**src/rtl/mawg_capture.sv**
```systemverilog
// mawg_capture: waveform capture engine.
// Writes a qualified sample stream into a single-port wave RAM. The writes
// are steered by a segment table whose entries use the same
// {decim, length, start} layout as the mawg playback engine.
//
// State table:
//   S_IDLE    | waiting for i_kick; table writes still accepted
//   S_LOAD    | one-cycle fetch of the current entry into working registers
//   S_CAPTURE | writing samples of the current entry, with decimation
//
// Ports:
//   i_clk, i_reset             clock, async active-low reset
//   i_ctrl_addr/data/we        segment table write port
//   i_kick, i_ctrl_length      start a run over entries 0..ctrl_length-1
//   i_force_stop               abort the run, no done pulse
//   o_busy, o_done             run in progress / normal completion pulse
//   i_in_data, i_in_valid      sample stream, no backpressure
//   o_wave_addr/din/we         registered RAM write port
//   o_dropped                  saturating count of valid samples lost while busy
module mawg_capture #(
  parameter int CTRL_DEPTH = 4,
  parameter int WAVE_DEPTH = 16,
  parameter int WAVE_WIDTH = 16
) (
  input  logic                    i_clk,
  input  logic                    i_reset,
  input  logic [CTRL_DEPTH-1:0]   i_ctrl_addr,
  input  logic [2*WAVE_DEPTH+15:0] i_ctrl_data,
  input  logic                    i_ctrl_we,
  input  logic                    i_kick,
  input  logic [CTRL_DEPTH-1:0]   i_ctrl_length,
  input  logic                    i_force_stop,
  output logic                    o_busy,
  output logic                    o_done,
  input  logic [WAVE_WIDTH-1:0]   i_in_data,
  input  logic                    i_in_valid,
  output logic [WAVE_DEPTH-1:0]   o_wave_addr,
  output logic [WAVE_WIDTH-1:0]   o_wave_din,
  output logic                    o_wave_we,
  output logic [15:0]             o_dropped
);

  localparam int CW = 2*WAVE_DEPTH+16;
  localparam int NE = 2**CTRL_DEPTH;

  typedef enum logic [1:0] {
    S_IDLE    = 2'd0,
    S_LOAD    = 2'd1,
    S_CAPTURE = 2'd2
  } state_t;

  state_t                r_state;
  logic [CW-1:0]         r_table [NE];
  logic [CTRL_DEPTH-1:0] r_idx;
  logic [CTRL_DEPTH-1:0] r_len;
  logic [WAVE_DEPTH-1:0] r_addr;
  logic [WAVE_DEPTH-1:0] r_remain;
  logic [15:0]           r_decim;
  logic [15:0]           r_dcnt;

  logic [CW-1:0]         w_entry;
  logic [WAVE_DEPTH-1:0] w_start;
  logic [WAVE_DEPTH-1:0] w_length;
  logic [15:0]           w_decim;
  logic [CTRL_DEPTH-1:0] w_idx_next;
  logic                  w_last;
  logic [15:0]           w_dcnt_next;
  logic [15:0]           w_drop_inc;

  assign w_entry    = r_table[r_idx];
  assign w_start    = w_entry[WAVE_DEPTH-1:0];
  assign w_length   = w_entry[2*WAVE_DEPTH-1:WAVE_DEPTH];
  assign w_decim    = w_entry[CW-1:2*WAVE_DEPTH];
  assign w_idx_next = r_idx + CTRL_DEPTH'(1);
  assign w_last     = (w_idx_next == r_len);

  // decim of 0 or 1 keeps the counter parked at 0 so every sample is written
  assign w_dcnt_next = ((r_decim <= 16'd1) || (r_dcnt == r_decim - 16'd1)) ?
                       16'd0 : r_dcnt + 16'd1;
  assign w_drop_inc  = (o_dropped == 16'hFFFF) ? o_dropped : o_dropped + 16'd1;

  // Table is writable in every state; LOAD sees the value present before the edge.
  always_ff @(posedge i_clk or negedge i_reset) begin
    if (!i_reset) begin
      for (int i = 0; i < NE; i++) r_table[i] <= '0;
    end else if (i_ctrl_we) begin
      r_table[i_ctrl_addr] <= i_ctrl_data;
    end
  end

  always_ff @(posedge i_clk or negedge i_reset) begin
    if (!i_reset) begin
      r_state     <= S_IDLE;
      r_idx       <= '0;
      r_len       <= '0;
      r_addr      <= '0;
      r_remain    <= '0;
      r_decim     <= '0;
      r_dcnt      <= '0;
      o_busy      <= 1'b0;
      o_done      <= 1'b0;
      o_wave_we   <= 1'b0;
      o_wave_addr <= '0;
      o_wave_din  <= '0;
      o_dropped   <= '0;
    end else begin
      o_done    <= 1'b0;
      o_wave_we <= 1'b0;
      if (i_force_stop) begin
        r_state <= S_IDLE;
        o_busy  <= 1'b0;
      end else begin
        case (r_state)
          S_IDLE: begin
            if (i_kick) begin
              r_len     <= i_ctrl_length;
              r_idx     <= '0;
              o_dropped <= '0;
              if (i_ctrl_length == '0) begin
                o_done <= 1'b1;
              end else begin
                r_state <= S_LOAD;
                o_busy  <= 1'b1;
              end
            end
          end

          S_LOAD: begin
            if (i_in_valid) o_dropped <= w_drop_inc;
            if (w_length == '0) begin
              // empty entry: skip it without leaving LOAD
              r_idx <= w_idx_next;
              if (w_last) begin
                r_state <= S_IDLE;
                o_busy  <= 1'b0;
                o_done  <= 1'b1;
              end
            end else begin
              r_addr   <= w_start;
              r_remain <= w_length;
              r_decim  <= w_decim;
              r_dcnt   <= '0;
              r_state  <= S_CAPTURE;
            end
          end

          S_CAPTURE: begin
            if (i_in_valid) begin
              r_dcnt <= w_dcnt_next;
              if (r_dcnt == 16'd0) begin
                o_wave_we   <= 1'b1;
                o_wave_addr <= r_addr;
                o_wave_din  <= i_in_data;
                r_addr      <= r_addr + WAVE_DEPTH'(1);
                r_remain    <= r_remain - WAVE_DEPTH'(1);
                if (r_remain == WAVE_DEPTH'(1)) begin
                  r_idx <= w_idx_next;
                  if (w_last) begin
                    r_state <= S_IDLE;
                    o_busy  <= 1'b0;
                    o_done  <= 1'b1;
                  end else begin
                    r_state <= S_LOAD;
                  end
                end
              end
            end
          end

          default: begin
            r_state <= S_IDLE;
            o_busy  <= 1'b0;
          end
        endcase
      end
    end
  end

endmodule

```
**config.mk**
```make
export PLATFORM = sky130hd
export DESIGN_NAME = mawg_capture
export DESIGN_NICKNAME = d
export VERILOG_FILES = /design/src/rtl/mawg_capture.sv
export SDC_FILE = /design/constraint.sdc
export NUM_CORES = 1
export LEC_CHECK = 0
export CAP_MARGIN = 20
export CORE_MARGIN = 2
export CORE_UTILIZATION = 64
export DETAILED_ROUTE_END_ITERATION = 6
export DONT_BUFFER_PORTS = 1
export PLACE_DENSITY = 0.84
export SYNTH_ARGS = -nofsm -noshare
export SYNTH_HDL_FRONTEND = slang
export SYNTH_SLANG_ARGS = --single-unit
export TNS_END_PERCENT = 10
```
**constraint.sdc**
```tcl
create_clock -name i_clk -period 4.18 [get_ports i_clk]
set_input_delay 0.209 -clock i_clk [delete_from_list [all_inputs] [get_ports i_clk]]
set_output_delay 0.209 -clock i_clk [all_outputs]
set_load 0.05 [all_outputs]
```
==> Word level (Yosys, flattened, before mapping) <==
Index checks and enable logic that the tools add are counted.
{ "word_totals": {"ff_bits": 893, "in_bits": 78, "output_inout_bits": 51, "wordCells": 142} }
{ "op_classes": {"n_addsub": 6, "magnitude_cmp": 4, "eq_ne": 21, "mux": 60, "bitwise": 4, "n_reduce_logical": 18} }
{ "op_table": {"columns": ["op", "count"], "rows": [
  ["bitwise mux 768 bit", 1],
  ["binary-select mux 48 bit (select 4 bit)", 1],
  ["demux 48 bit (select 4 bit)", 1],
  ["2-to-1 mux 16 bit", 12],
  ["2-to-1 mux 48 bit", 3],
  ["one-hot mux 16 bit (2 select lines)", 4],
  ["adder 16 x 1 -> 16 bit (second input constant)", 3],
  ["logical NOT 16 bit", 2],
  ["subtractor 16 x 1 -> 16 bit (second input constant)", 2],
  ["2-to-1 mux 1 bit", 21],
  ["2-to-1 mux 4 bit", 5],
  ["inequality test 3 bit (second input constant)", 6],
  ["== test 16 x 1 -> 1 bit (second input constant)", 1],
  ["== test 16 bit", 1],
  ["== test 16 bit (second input constant)", 1],
  ["less-or-equal comparator 16 x 1 -> 1 bit (second input constant)", 1],
  ["2-to-1 mux 2 bit", 8],
  ["inequality test 2 bit (second input constant)", 8],
  ["one-hot mux 4 bit (3 select lines)", 1],
  ["AND reduction 6 bit", 2],
  ["greater-or-equal comparator 5 bit (second input constant)", 2],
  ["inverter 4 -> 5 bit", 2],
  ["AND reduction 5 bit", 2],
  ["AND reduction 4 bit", 2],
  ["other kinds (17)", 21]
]} }

==> Depth between registers and ports, before layout <==
Gate-level depths: netlist of the first run.
{ "logic_depth": {"ltp_word": 8, "depth_mapped": 13} }

==> Worst setup path before layout of the first run <==
OpenSTA, ideal clock, no wires.
{ "synth_path": {"kind": "register -> register", "startpoint": "reg r_idx[0]", "endpoint": "reg r_addr[14]", "setup_time_ps": 123, "t_arrival_ps": 2942, "setup_slack_ps": 1115, "stages_incl_launch_ff": 10, "period_less_slack_ps": 3065, "path_cell_list": "dfrtp_1 buf_4 buf_6 buf_6 buf_2 buf_2 buf_2 mux4_2 mux4_2 o221a_2"} }
{ "synth_via": {"elab_chain_cells": 7, "elab_cells_between_ends": 9} }
{ "synth_rtl": {"columns": ["item", "line_no", "text"], "rows": [
  ["start: declaration", "54", "logic [CTRL_DEPTH-1:0] r_idx;"],
  ["start signal: assignment", "132", "r_idx <= w_idx_next;"],
  ["start signal: assignment", "157", "r_idx <= w_idx_next;"],
  ["inverter 4 -> 5 bit (implied by the code) (*)", "70", "assign w_entry = r_table[r_idx];"],
  ["binary-select mux 48 bit (select 4 bit) (*)", "70", null],
  ["2-to-1 mux 48 bit (implied by the code) (*) (2 in a row)", "70", null],
  ["logical NOT 16 bit", "130", "if (w_length == '0) begin"],
  ["inequality test 2 bit (no line)", null, null],
  ["AND reduction 5 bit (no line)", null, null],
  ["end signal: assignment", "139", "r_addr <= w_start;"],
  ["end signal: assignment", "154", "r_addr <= r_addr + WAVE_DEPTH'(1);"],
  ["end: declaration", "56", "logic [WAVE_DEPTH-1:0] r_addr;"]
]} }
Mark *: on every way between the ends. The rest lies on a longest branch, timed or not. The select of a mux whose other input is x is not followed.
A chain may end at the register's enable or synchronous reset.

==> results of run 1 <==
worst max-delay path by stage:
stage                   from           end  slack, ps  cells past startpoint
floorplan           r_idx[0]    r_addr[14]       1110                      9
global placement    r_idx[2]     r_dcnt[0]        460                      9
detailed placement  r_idx[0]     r_dcnt[0]        380                     10
CTS                 r_idx[0]        o_done        230                     11
global route        r_idx[0]        o_done         10                     11
finish               i_reset  r_table[402]       -280                      0
report_power, final:
part | leakage [nW] | total [mW] | switching, mW | internal (mW)
clock network | 1.39 | 7.83 | 3.29 | 4.53
registers | 11.0 | 13.0 | 2.14 | 10.8
logic | 7.16 | 9.31 | 4.35 | 4.95
total | 19.6 | 30.1 | 9.79 | 20.3
cell usage after synthesis, drive strengths merged, types with 3 or more instances:
| library cell | n | area [sq um] |
|---|---|---|
| and2 | 14 | 87.6 |
| buf | 105 | 497 |
| mux2i | 15 | 150 |
| nor4b | 5 | 43.8 |
| a21oi | 34 | 170 |
| clkbuf | 131 | 492 |
| and3 | 27 | 169 |
| nand2b | 10 | 62.6 |
| o211ai | 5 | 42.5 |
| o221a | 3 | 33.8 |
| o21ai | 38 | 190 |
| nand2 | 167 | 627 |
| or4 | 7 | 52.6 |
| mux4 | 220 | 4950 |
| or2 | 5 | 31.3 |
| ha | 13 | 163 |
| nor4 | 9 | 92.6 |
| nand3b | 8 | 60.1 |
| nor2b | 10 | 62.6 |
| nor2 | 68 | 255 |
| mux2 | 806 | 9080 |
| a31oi | 9 | 56.3 |
| nand4 | 21 | 131 |
| nand3 | 24 | 120 |
| a22oi | 10 | 75.1 |
| xnor2 | 20 | 175 |
| a2111o | 3 | 33.8 |
| a2111oi | 3 | 26.3 |
| and4 | 4 | 35.0 |
| or3 | 21 | 131 |
| dfrtp | 893 | 22300 |
| a211oi | 3 | 22.5 |
| xor2 | 11 | 96.3 |
| a41o | 3 | 30.0 |
| inv | 32 | 120 |
| a221oi | 10 | 87.6 |
| o22ai | 11 | 68.8 |
| a211o | 11 | 96.3 |
| o31ai | 4 | 30.0 |
| nor3 | 46 | 241 |
| a221o | 14 | 140 |
cell families (layout without fill, tap and decap cells):
family,Yosys count,in the layout
simple gates,453,453
buf+inv,269,310
mux,1041,1041
compound gates,186,186
fa+ha+maj,13,13
xor+xnor,31,31
other cells,0,3
flops,893,893
registers in the layout, summed over array words and instances, names as in the netlist:
name         cells
r_table        768
o_dropped       16
o_wave_addr     16
o_wave_din      16
r_addr          16
r_dcnt          16
r_decim         16
r_remain        16
r_idx            4
r_len            4
r_state          2
o_busy           1
o_done           1
o_wave_we        1
per-layer routing:
metal,global-route usage,routed length (um),up-vias
li1,-,-,10600
met1,0.422,41600,13500
met2,0.506,49900,910
met3,0.0612,7080,210
met4,0.0982,2530,12
met5,0,77,-
repair_timing:
action                                 4_1_cts  5_1_grt
endpoints found under the hold margin     1687      893
gates resized for setup                      0        0
setup endpoints to repair                    0        0
area by class of cell:
cell class,instances,area (sq um)
flip-flops and latches,893,22400
fillers,3868,18400
multi-input cells,1724,18300
clock buffers,133,2610
repair buffers,124,1220
well taps,855,1070
clock inverters,20,219
inverters,33,124
diodes,3,7.51
==> results.yml, run 1 <==
outcome:
  status: "finished, violations left"
  violations: "hold timing, slew limit, setup timing"
clocking:
  cts_hold_buffers: 72
  root_buffer: "clkbuf_16"
  clk_path_buf_depth: 3
  path_clk_slew_ps: 60
  cts_made_buffers: 89
  tritoncts: "done"
  cts.sinks: 893
  clk_latency_ps: 640
  htreeDepth: 3
  cts_post_setup_buffers_inserted: 0
final_layout:
  final_common_cell: "dfrtp_1"
  final_cell_mix: "890 x dfrtp_1, 806 x mux2_2, 220 x mux4_2"
  fin_nets: 2956
  postLayoutCoreUtil: 0.714
  syn_to_final_growth_pct: 10.2
  instances_no_fill: 3785
  layout-drive-gt1-share: 0.424
  final_area_sq_um: 45900
sta:
  finalCriticalPeriod_ps: 4460
  slew_viol_final: 796
  layout_setup_ws_ps: -284
  skew_ps: 27.7
  tightestPinTransition_ps: 6680
  holdWs_ps: -710
  max-slew-margin-rel: -3.46
  fmax_ghz: 0.224
  finalSetupViolCount: 315
  fin_crit_sh: 1.07
  hold_viol_final: 189
  setup-tns-final_ps: -48890
  rsz0062_at_grt: "no"
min_path:
  hold_class: "primary input to asynchronous set/reset pin"
drt:
  detail_route.wl_per_cell_um: 26.7
  ant_nets: 0
  post-route-drc-count: 0
  wirelength_um: 101000
  vias_per_cell: 6.67
  drt-pass1-iter-count: 5
  routed-via-count: 25300
  drtIter0Drc: 2140
yosys:
  netlist_instances: 2886
  yosys.area_share.simple: 0.0543
  ys_seq_elements: 893
  synth-xor-area-share: 0.00652
  synth_adder_area_share: 0.00390
  synth_compound_area_frac: 0.0317
  synth-edff-count: 0
  muxShareOfSynthArea: 0.340
  seq_area_frac_synth: 0.536
  syn_area_per_cell_sq_um: 14.4
  yosys_warnings: 0
  synth_ff_type: "dfrtp_1"
  synth_nets: 2977
  async_flop_share: 1.00
  syn_area_sq_um: 41700
  synth_top_family_by_area: "multiplexers"
  ys_types: 74
run:
  cap_viol_max_count: 0
floorplanning:
  core.rowCount: 93
  initial_core_util: 0.647
  coreArea_sq_um: 64300
  die_width_um: 259
  dieArea_sq_um: 67200
  io_pins: 129
  die_height_um: 259
global_route:
  grt_max_degree: 894
  antenna_found_initial: 9
  grt_first_pass_wirelength_um: 159000
  track_usage: 0.309
  grt_pass1_vias: 27000
  grt-ovfl-total: 0
critical_path:
  cp.required_ps: 3270
  arrival_ps: 3550
  path_class: "primary input to asynchronous set/reset pin"
  reg2reg_depth: 11
  reg2reg_to: "o_done"
  reg2reg_from: "r_idx[0]"
  end_kind: "asynchronous set/reset pin"
  cp-start-kind: "primary input"
  path_max_fanout: 893
  ff2ff_setup_slack_ps: 210
place:
  dp_slack_ps: 384
  io_buffer_count: 0
  gp_congestion: 0.892
  dp_hpwl_um: 59400
  placed_cells: 3557
  placed_area_sq_um: 42400
power_and_ir_drop:
  power.total_mw: 30.1
  ir_drop_mv: 0.363
  p_per_area_nw_per_um2: 656
  power_leakage_nw: 19.6
(Power assumes the default switching activity.)
==> inputs of run 2 (changes only) <==
RECOVER_POWER = 100   (was default)
SETUP_SLACK_MARGIN = 0.3   (was default)
==> run 2 against run 1 <==
  * The flow finishes with violations (hold timing, capacitance limit, slew limit)
  * Critical path depth grew 10
  * Sequential share of layout area grew 0.19 points
  * First-iteration DRC count shrank 0.65%
  * Die area is the same
  * Cell count is the same
  * Core utilization shrank 0.27 points
  * Clock-buffer cell count is the same
  * Non-clock buffer count is the same
  * Total power grew 0.11%
  * Clock power is essentially flat
  * Maximum frequency grew 19%
  * Critical endpoint is now r_dcnt[12]
==> results.yml, run 2 (synthesized netlist as in run 1, its figures left out) <==
sta:
  finalCriticalPeriod_ps: 3740
  layout_setup_ws_ps: 437
  tightestPinTransition_ps: 4690
  max-slew-margin-rel: -2.13
  fmax_ghz: 0.267
  slew_viol_final: 1517
  hold_viol_final: 135
  setup-tns-final_ps: 0
  rsz0062_at_grt: "no"
  finalSetupViolCount: 0
  fin_crit_sh: 0.896
  holdWs_ps: -713
  skew_ps: 25.0
power_and_ir_drop:
  p_int_mw: 20.3
  swShare: 0.326
  sequentialPowerShare: 0.429
  power_leakage_nw: 19.5
  p_switching_mw: 9.81
  ir_drop_mv: 0.365
  p_comb_frac: 0.311
  power.total_mw: 30.1
  p_per_area_nw_per_um2: 659
  pwr-share-clk: 0.260
floorplanning:
  initial_core_util: 0.647
  io_pins: 129
  die_height_um: 259
  coreArea_sq_um: 64300
  core.rowCount: 93
  dieArea_sq_um: 67200
  die_width_um: 259
global_route:
  grt-ovfl-total: 0
  grt_pass1_vias: 27000
  antenna_found_initial: 9
  grt_first_pass_wirelength_um: 159000
  grt_max_degree: 894
  track_usage: 0.309
final_layout:
  top_register: "r_table"
  syn_to_final_growth_pct: 9.79
  instances_no_fill: 3785
  final_cell_mix: "890 x dfrtp_1, 797 x mux2_2, 220 x mux4_2"
  final_area_sq_um: 45700
  fill_cells: 3912
  fin_nets: 2956
  layout-drive-gt1-share: 0.413
  largest_reg_flops: 768
  postLayoutCoreUtil: 0.711
  final_common_cell: "dfrtp_1"
clocking:
  cts_hold_buffers: 71
  htreeDepth: 3
  tritoncts: "done"
  cts.sinks: 893
  clk_latency_ps: 640
  cts_made_buffers: 89
  root_buffer: "clkbuf_16"
  path_clk_slew_ps: 60
  clk_path_buf_depth: 3
place:
  placed_area_sq_um: 42400
  placed_cells: 3557
  gp_congestion: 0.892
  io_buffer_count: 0
  dp_slack_ps: 384
  dp_hpwl_um: 59400
critical_path:
  arrival_ps: 4250
  path_class: "register to register"
  slowest_delay_ps: 520
  reg2reg_from: "r_decim[0]"
  worstPathCellList: "inv_1 -> ha_1 -> or3b_1 -> o31ai_1 -> a21oi_1 -> or3_1 -> nor4_1 -> a31oi_1 -> and3_2 -> a221o_1"
  path_delay_family: "simple AND/OR/NAND/NOR gates"
  end_kind: "register"
  crit_buf_inv: 1
  cp-start-kind: "register"
  crit_start: "r_decim[0]"
  crit_slowest_cell: "and3_2"
  path_max_fanout: 15
  cp.required_ps: 4690
drt:
  detail_route.wl_per_cell_um: 26.8
  ant_nets: 0
  drtIter0Drc: 2126
  vias_per_cell: 6.67
  drt-pass1-iter-count: 5
  routed-via-count: 25300
  post-route-drc-count: 0
  wirelength_um: 101000
min_path:
  hold_class: "primary input to asynchronous set/reset pin"
outcome:
  violations: "hold timing, capacitance limit, slew limit"
  status: "finished, violations left"
run:
  cap_viol_max_count: 22
run 2: cell types whose count changed in the layout (fill, tap and decap cells not counted), sizes merged:
cell / delta
buf: -19
clkbuf: +20
dlygate4sd3: -1
run 2: cell type report:
type,count,area (sq um),area share
Sequential cell,893,22400,0.489
Clock inverter,20,219,0.00479
Multi-Input combinational cell,1724,18200,0.398
Tap cell,855,1070,0.0234
Clock buffer,133,2610,0.0570
Antenna cell,3,7.51,0.000164
Inverter,33,124,0.00271
Timing Repair Buffer,124,1130,0.0247
run 2: repair_timing:
action / CTS / global route
hold endpoints to repair: 1687 / 893
buffers inserted: 0 / 1
setup endpoints to repair: 0 / 19
resized for setup: 0 / 3
run 2: routing by layer:
layer	global-route usage	vias to the layer above	share of wire
li1	-	10600	-
met1	0.423	13500	0.41
met2	0.505	903	0.49
met3	0.0608	201	0.069
met4	0.0980	12	0.024
met5	0	-	0.00076
run 2: worst paths after layout:
kind | depth (start not counted) | slack [ps] | to
worst max-delay path | 10 | 440 | r_dcnt[12]
worst min-delay path | 0 | -710 | r_table[458]
worst max register to register | 10 | 440 | r_dcnt[12]
worst min register to register | 1 | 500 | r_table[639]
max in group asynchronous | 0 | 1250 | r_table[402]
min in group i_clk | 4 | 50 | o_dropped[12]
run 2: power groups by stage:
stage / clock network (mW) / registers (mW) / logic, mW
after floorplan: 0 / 12.3 / 6.59
final: 7.82 / 12.9 / 9.38
after detailed placement: 0 / 13.0 / 9.06
after CTS: 7.91 / 12.9 / 9.27
after global placement: 0 / 12.8 / 8.78
after global routing: 8.30 / 13.2 / 9.98
run 2: worst reg2reg max path, delay by kind of cell, from the launching register on:
kind	cells	cell delay, ps
AND/OR/NAND/NOR	4	1700
AO/OA/AOI/OAI	4	1230
flip-flops	1	440
adder cells (fa/ha/maj)	1	180
buffers and inverters	1	80
